File: src/rtl/mdu_pkg.sv
// -----------------------------------------------------------------------------
// mdu_pkg
// Shared definitions for the multiply/divide unit: datapath width, iteration
// count, operation encodings, FSM state enum and a sign-magnitude helper.
// -----------------------------------------------------------------------------
package mdu_pkg;

    localparam int DATA_W     = 32;
    localparam int ITER_COUNT = 32;
    localparam int CNT_W      = $clog2(ITER_COUNT);

    typedef enum logic [1:0] {
        OP_MULT  = 2'b00,
        OP_MULTU = 2'b01,
        OP_DIV   = 2'b10,
        OP_DIVU  = 2'b11
    } op_e;

    typedef enum logic [1:0] {
        ST_IDLE = 2'd0,
        ST_MUL  = 2'd1,
        ST_DIV  = 2'd2,
        ST_DONE = 2'd3
    } state_e;

    // Absolute value of a two's-complement operand when the operation is
    // signed; unsigned operands pass through untouched. 32'h80000000 maps to
    // itself, which is the correct unsigned magnitude.
    function automatic logic [DATA_W-1:0] magnitude(input logic [DATA_W-1:0] value,
                                                    input logic              is_signed);
        return (is_signed && value[DATA_W-1]) ? -value : value;
    endfunction

endpackage

File: src/rtl/mdu_div_core.sv
// -----------------------------------------------------------------------------
// mdu_div_core
// One combinational step of a radix-2 restoring divider on unsigned
// magnitudes. The caller holds the partial remainder and the dividend/quotient
// shift register and feeds the outputs back after every clock.
//
// Ports
//   rem      in   partial remainder (always < divisor once started)
//   quo      in   dividend bits still to shift in / quotient bits so far
//   divisor  in   divisor magnitude
//   rem_next out  partial remainder after this step
//   quo_next out  quotient register after this step
// -----------------------------------------------------------------------------
module mdu_div_core
    import mdu_pkg::*;
(
    input  logic [DATA_W-1:0] rem,
    input  logic [DATA_W-1:0] quo,
    input  logic [DATA_W-1:0] divisor,
    output logic [DATA_W-1:0] rem_next,
    output logic [DATA_W-1:0] quo_next
);

    logic [DATA_W:0] shifted;

    // NOTE: every signal assigned in always_comb gets a value on every path
    // (default first); a missing branch would otherwise infer a latch.
    always_comb begin
        shifted  = {rem, quo[DATA_W-1]};
        rem_next = shifted[DATA_W-1:0];
        quo_next = {quo[DATA_W-2:0], 1'b0};
        if (shifted >= {1'b0, divisor}) begin
            // The true difference is below the divisor, so it fits in DATA_W
            // bits and a modulo-2^DATA_W subtraction yields it exactly.
            rem_next = shifted[DATA_W-1:0] - divisor;
            quo_next = {quo[DATA_W-2:0], 1'b1};
        end
    end

endmodule

File: src/rtl/mult_div_unit.sv
// -----------------------------------------------------------------------------
// mult_div_unit
// Iterative multiply/divide unit with HI/LO result registers. Multiplies use
// a radix-2 shift-add over 32 cycles, divides a radix-2 restoring algorithm
// over 32 cycles; signed operations run on magnitudes and fix signs at commit.
// A start accepted at edge N commits HI/LO and pulses done after edge N+33.
//
// Configuration
//   MDU_DIV_EN  defined  : DIV/DIVU implemented (mdu_div_core instantiated).
//               undefined: no divider; op 1x goes straight to DONE and
//                          commits HI=LO=0 one cycle after acceptance.
//
// Ports
//   clk        in   clock, rising edge
//   reset      in   asynchronous active-high reset
//   start      in   request an operation (sampled in IDLE only)
//   op         in   00 MULT, 01 MULTU, 10 DIV, 11 DIVU
//   operand_a  in   multiplicand / dividend
//   operand_b  in   multiplier / divisor
//   hi_we      in   MTHI strobe (IDLE only, start has priority)
//   lo_we      in   MTLO strobe (IDLE only, start has priority)
//   wdata      in   MTHI / MTLO data
//   busy       out  high in MUL, DIV and DONE
//   done       out  one-cycle pulse when HI/LO commit
//   hi_out     out  HI register
//   lo_out     out  LO register
// -----------------------------------------------------------------------------
module mult_div_unit
    import mdu_pkg::*;
#(
    parameter int DATA_W = 32
) (
    input  logic              clk,
    input  logic              reset,
    input  logic              start,
    input  logic [1:0]        op,
    input  logic [DATA_W-1:0] operand_a,
    input  logic [DATA_W-1:0] operand_b,
    input  logic              hi_we,
    input  logic              lo_we,
    input  logic [DATA_W-1:0] wdata,
    output logic              busy,
    output logic              done,
    output logic [DATA_W-1:0] hi_out,
    output logic [DATA_W-1:0] lo_out
);

    state_e              state;
    op_e                 op_q;
    logic [CNT_W-1:0]    iter_cnt;
    // Shared iteration registers. Multiply: {acc_hi, acc_lo} is the product
    // shift register (acc_lo starts as the multiplier). Divide: acc_hi is the
    // partial remainder and acc_lo the dividend/quotient shift register.
    logic [DATA_W-1:0]   acc_hi;
    logic [DATA_W-1:0]   acc_lo;
    logic [DATA_W-1:0]   opnd;      // multiplicand or divisor magnitude
    logic                neg_q;     // negate product / quotient at commit

    logic                is_signed_op;
    logic [DATA_W:0]     mul_sum;
    logic [2*DATA_W-1:0] product;
    logic [DATA_W-1:0]   commit_hi;
    logic [DATA_W-1:0]   commit_lo;

    assign is_signed_op = ~op[0];

`ifdef MDU_DIV_EN
    logic                neg_r;     // remainder takes the dividend's sign
    logic                b_zero;    // divide by zero: override result
    logic [DATA_W-1:0]   a_raw;     // dividend as given, for divide by zero
    logic [DATA_W-1:0]   rem_next;
    logic [DATA_W-1:0]   quo_next;

    mdu_div_core u_div_core (
        .rem      (acc_hi),
        .quo      (acc_lo),
        .divisor  (opnd),
        .rem_next (rem_next),
        .quo_next (quo_next)
    );
`endif

    // Shift-add step: conditionally add the multiplicand into the upper half;
    // the carry is kept in mul_sum[DATA_W] and shifted down next clock.
    always_comb begin
        mul_sum = {1'b0, acc_hi} + (acc_lo[0] ? {1'b0, opnd} : '0);
    end

    // Result selection at commit, including sign fix-up.
    always_comb begin
        product = {acc_hi, acc_lo};
        if (neg_q) begin
            product = -product;
        end
        commit_hi = product[2*DATA_W-1:DATA_W];
        commit_lo = product[DATA_W-1:0];
        if (op_q[1]) begin
`ifdef MDU_DIV_EN
            if (b_zero) begin
                commit_hi = a_raw;
                commit_lo = '1;
            end else begin
                commit_hi = neg_r ? -acc_hi : acc_hi;
                commit_lo = neg_q ? -acc_lo : acc_lo;
            end
`else
            commit_hi = '0;
            commit_lo = '0;
`endif
        end
    end

    // NOTE: sequential state uses non-blocking assignments only, so every
    // register samples the values from before the edge regardless of order.
    // NOTE: all of these are plain flops (no memory arrays), so every one of
    // them, accumulators included, is cleared by reset.
    always_ff @(posedge clk or posedge reset) begin
        if (reset) begin
            state    <= ST_IDLE;
            op_q     <= OP_MULT;
            iter_cnt <= '0;
            acc_hi   <= '0;
            acc_lo   <= '0;
            opnd     <= '0;
            neg_q    <= 1'b0;
            busy     <= 1'b0;
            done     <= 1'b0;
            hi_out   <= '0;
            lo_out   <= '0;
`ifdef MDU_DIV_EN
            neg_r    <= 1'b0;
            b_zero   <= 1'b0;
            a_raw    <= '0;
`endif
        end else begin
            done <= 1'b0;
            case (state)
                ST_IDLE: begin
                    if (start) begin
                        // Start wins over a simultaneous MTHI/MTLO.
                        op_q     <= op_e'(op);
                        iter_cnt <= '0;
                        acc_hi   <= '0;
                        busy     <= 1'b1;
                        if (!op[1]) begin
                            acc_lo <= magnitude(operand_b, is_signed_op);
                            opnd   <= magnitude(operand_a, is_signed_op);
                            neg_q  <= is_signed_op & (operand_a[DATA_W-1] ^ operand_b[DATA_W-1]);
                            state  <= ST_MUL;
                        end else begin
`ifdef MDU_DIV_EN
                            acc_lo <= magnitude(operand_a, is_signed_op);
                            opnd   <= magnitude(operand_b, is_signed_op);
                            neg_q  <= is_signed_op & (operand_a[DATA_W-1] ^ operand_b[DATA_W-1]);
                            neg_r  <= is_signed_op & operand_a[DATA_W-1];
                            b_zero <= (operand_b == '0);
                            a_raw  <= operand_a;
                            state  <= ST_DIV;
`else
                            state  <= ST_DONE;
`endif
                        end
                    end else begin
                        if (hi_we) begin
                            hi_out <= wdata;
                        end
                        if (lo_we) begin
                            lo_out <= wdata;
                        end
                    end
                end

                ST_MUL: begin
                    acc_hi   <= mul_sum[DATA_W:1];
                    acc_lo   <= {mul_sum[0], acc_lo[DATA_W-1:1]};
                    iter_cnt <= iter_cnt + CNT_W'(1);
                    if (iter_cnt == CNT_W'(ITER_COUNT - 1)) begin
                        state <= ST_DONE;
                    end
                end

                ST_DIV: begin
`ifdef MDU_DIV_EN
                    acc_hi   <= rem_next;
                    acc_lo   <= quo_next;
                    iter_cnt <= iter_cnt + CNT_W'(1);
                    if (iter_cnt == CNT_W'(ITER_COUNT - 1)) begin
                        state <= ST_DONE;
                    end
`else
                    state <= ST_IDLE;
                    busy  <= 1'b0;
`endif
                end

                ST_DONE: begin
                    hi_out <= commit_hi;
                    lo_out <= commit_lo;
                    done   <= 1'b1;
                    busy   <= 1'b0;
                    state  <= ST_IDLE;
                end

                default: begin
                    state <= ST_IDLE;
                    busy  <= 1'b0;
                end
            endcase
        end
    end

endmodule

File: config.mk
export PLATFORM = sky130hd
export DESIGN_NAME = mult_div_unit
export DESIGN_NICKNAME = d
export VERILOG_FILES = /design/src/rtl/mdu_pkg.sv /design/src/rtl/mdu_div_core.sv /design/src/rtl/mult_div_unit.sv
export SDC_FILE = /design/constraint.sdc
export NUM_CORES = 1
export LEC_CHECK = 0
export BUFFER_PORTS_ARGS = -buffer_cell sky130_fd_sc_hd__buf_2
export CELL_PAD_IN_SITES_DETAIL_PLACEMENT = 0
export CELL_PAD_IN_SITES_GLOBAL_PLACEMENT = 1
export CORE_MARGIN = 2
export CORE_UTILIZATION = 47
export DETAILED_ROUTE_END_ITERATION = 10
export PLACE_DENSITY = 0.85
export RECOVER_POWER = 100
export SETUP_SLACK_MARGIN = 0.3
export SYNTH_ARGS = -nofsm -noshare
export SYNTH_HDL_FRONTEND = slang
export SYNTH_SLANG_ARGS = --single-unit
File: constraint.sdc
create_clock -name clk -period 16.1 [get_ports clk]
set_input_delay 1.61 -clock clk [delete_from_list [all_inputs] [get_ports clk]]
set_output_delay 1.61 -clock clk [all_outputs]
set_load 0.1 [all_outputs]
==> results by group <==
Status
  • Status: finished, violations left
  • Failing checks: max-capacitance violations, max-slew violations

STA
  • Setup TNS: 0 ns
  • Max Clock Freq: 0.136 GHz
  • Final hold slack: approximately 0.47 ns
  • Unrepaired setup endpoints after global routing: false
  • Final Hold Viols: 0
  • Final worst slack: between 8 and 9 ns
  • Slew headroom: -191%
  • Final setup violation count: 0
  • Clk_skew: roughly 0.012 ns
  • Tcrit/Tclk final: between 40 and 50%
  • Minimum clock period after layout: 7.33 ns
  • Worst-margin pin slew: around 4.3 ns
  • Fin. max-slew vios: approximately 550

Critical path
  • CP Class: primary input to asynchronous set/reset pin
  • Arrival time worst endpoint: between 6 and 7 ns
  • Worst setup EP type: asynchronous set/reset pin
  • WP data required: around 16 ns
  • CP max FO: between 90 and 100
  • Critical Path Start Type: primary input

Yosys
  • Ys async rst share: 100%
  • Synth Register Bits: ~170
  • Sequential fraction of the synthesis area: 37.6%
  • Cell Area, Synth: 11,400 um^2
  • Mapped Cells: approximately 1.4k
  • Syn_nets: ~1.5k
  • Syn. warnings: 0
  • Syn Area/Cell: 8.33 um^2
  • Synth Flop Type: dfrtp_1
  • EDFF count, synth: 0
  • Count of cell types in the netlist: 62

Die
  • Die width: 160 um
  • # IOs: about 170
  • Num rows: 56
  • Initial Util: between 40% and 50%
  • Die height: roughly 160 um
  • CORE AREA: around 24,000 um^2
  • Die ar.: 25,500 um^2

Clock tree
  • Clock slew seen by the registers of the worst setup and hold paths: about 0.07 ns
  • CTS buffer count: 17
  • Max Buffers Root-to-Sink: 2
  • Post-CTS resize count: 0
  • Hold-fix buffers, CTS: 0
  • CTS H-tree depth: 4
  • Root Buffer: clkbuf_16
  • TritonCTS clock tree: built
  • Number of clock sinks: 171
  • Setup bufs post-CTS: 0
  • Clk_lat worst skew: ~0.43 ns

Placed design
  • Place WS: about 12 ns
  • Dpl cells: between 1.5k and 2k
  • Final RePlAce weighted congestion: approximately 0.93
  • Hpwl dp: 24,900 um
  • IO buf count: ~170

Finish
  • Area growth syn-to-layout: 13.7%
  • Non-Filler Instances: around 1.8k
  • Nets: 1,630
  • Fillers: between 2k and 2.5k
  • Antenna diodes: 0
  • Most frequent cells in the layout: 236 x nand2_1, 170 x dfrtp_1, 143 x o21ai_0
  • Final Core Density: 54.8%
  • Most common cell after layout, fill and taps aside: nand2_1
  • Share of layout cells above drive strength 1: 10.6%

Detailed routing
  • Drt wl/cell: around 18 um
  • Routed vias: ~10k
  • Detailed Routing Iterations Pass 1: 6
  • Drt total wl: about 33,000 um
  • DR iter-0 viols: 1,090
  • Drt via density: 5.67
  • Post-DRT Antenna Nets: 0
  • DRC Markers: 0

Global routing
  • Largest net degree at the start of global routing: 100
  • First-pass GRT wire length: about 53,000 um
  • Antenna violations before repair: 0
  • Gr usage total: approximately a quarter
  • Number of global-route vias before repair: around 9.6k
  • Total gr overflow: 0

Power and ir drop
  • NetSw: 1.65 mW
  • VDD IR max: 179 uV
  • Lkg Pwr: 5.38 nW
  • Switching share of power: 55.8%
  • Sequential share of power: 30.1%
  • Combinational share of power: 55.2%
  • Int Power: around 1.3 mW
  • PD cells: 229 nW/um^2
  • Clock power share: around 15%

Run
  • Max-cap viol count: 10

Hold path
  • Worst Hold Class: register to register
-- cells in the mapped netlist, types with 14 or more instances --
library cell	n	area, um^2
dfrtp_1	171	4280
clkbuf_1	70	263
a31oi_1	23	144
xnor2_1	68	596
o221ai_1	39	342
a22oi_1	15	113
inv_1	31	116
o31ai_1	31	233
xor2_1	70	613
a21oi_1	85	425
nand2_1	237	890
and2_1	34	213
ha_1	37	463
or3_1	19	119
nor3_1	25	125
nor2b_1	14	87.6
o21ai_0	143	716
nor2_1	79	297
-- metal layers --
layer | up-vias | global-route usage, % | routed length, um
li1 | 5140 | - | -
met1 | 4830 | 40.5 | 16800
met2 | 331 | 37.3 | 13700
met3 | 31 | 3.57 | 1850
met4 | 0 | 6.65 | 552
met5 | - | 0 | 0
-- critical path, stage by stage --
cell	delay, ns
buf_2	0.10
clkinvlp_2	2.36
clkbuf_1	2.84
-- through the flow --
| step | power (mW) | cell area [um^2] |
|---|---|---|
| after floorplan | 2.13 | 11400 |
| after global placement | 2.51 | 12500 |
| after detailed placement | 2.54 | 12500 |
| after CTS | 2.98 | 13100 |
| after global routing | 3.15 | 12900 |
| final | 2.96 | 12900 |
-- power groups by stage --
stage	Sequential, mW	Clock (mW)	Combinational (mW)
after global routing	0.924	0.460	1.76
after CTS	0.884	0.440	1.65
after detailed placement	0.891	0	1.65
final	0.892	0.435	1.63
after floorplan	1.36	0	0.773
after global placement	0.884	0	1.63
-- flip-flops by register name (all words and copies together) (netlist names), 2 cells and up --
register	count
iter_cnt	5
acc_hi	32
opnd	32
lo_out	32
state	2
hi_out	32
acc_lo	32
-- worst paths after layout --
path,startpoint,end,slack (ns),cells past startpoint
setup reg to reg,state[1],hi_out[0],10.82,8
max in group clk,state[1],hi_out[0],10.82,8
hold reg to reg,opnd[5],opnd[5],0.47,2
hold / removal,opnd[5],opnd[5],0.47,2
min in group asynchronous,reset,acc_hi[17],2.46,2
setup / recovery,reset,lo_out[4],8.77,3
-- cell families (layout without fill, tap and decap cells) --
group	after synthesis	after routing	share of synthesized area (%)
AOI/OAI and AO/OA	407	407	22.3
xor gates and xnor gates	138	138	10.6
adders and majority gates	38	38	4.24
buffers and inverters	106	242	3.57
DFF	171	171	37.6
muxes	10	10	0.891
and+or+nand+nor	496	496	20.8
-- area by class of cell --
| type | instances | area, um^2 | share of cell area, % |
|---|---|---|---|
| clock buffer | 17 | 425 | 3.29 |
| tap | 319 | 399 | 3.08 |
| timing repair buffer | 179 | 810 | 6.25 |
| multi-input combinational | 1089 | 6710 | 51.9 |
| clock inverter | 15 | 198 | 1.53 |
| sequential | 171 | 4280 | 33.1 |
| inverter | 31 | 118 | 0.909 |
No activity file was read; power rests on OpenSTA's default activity.
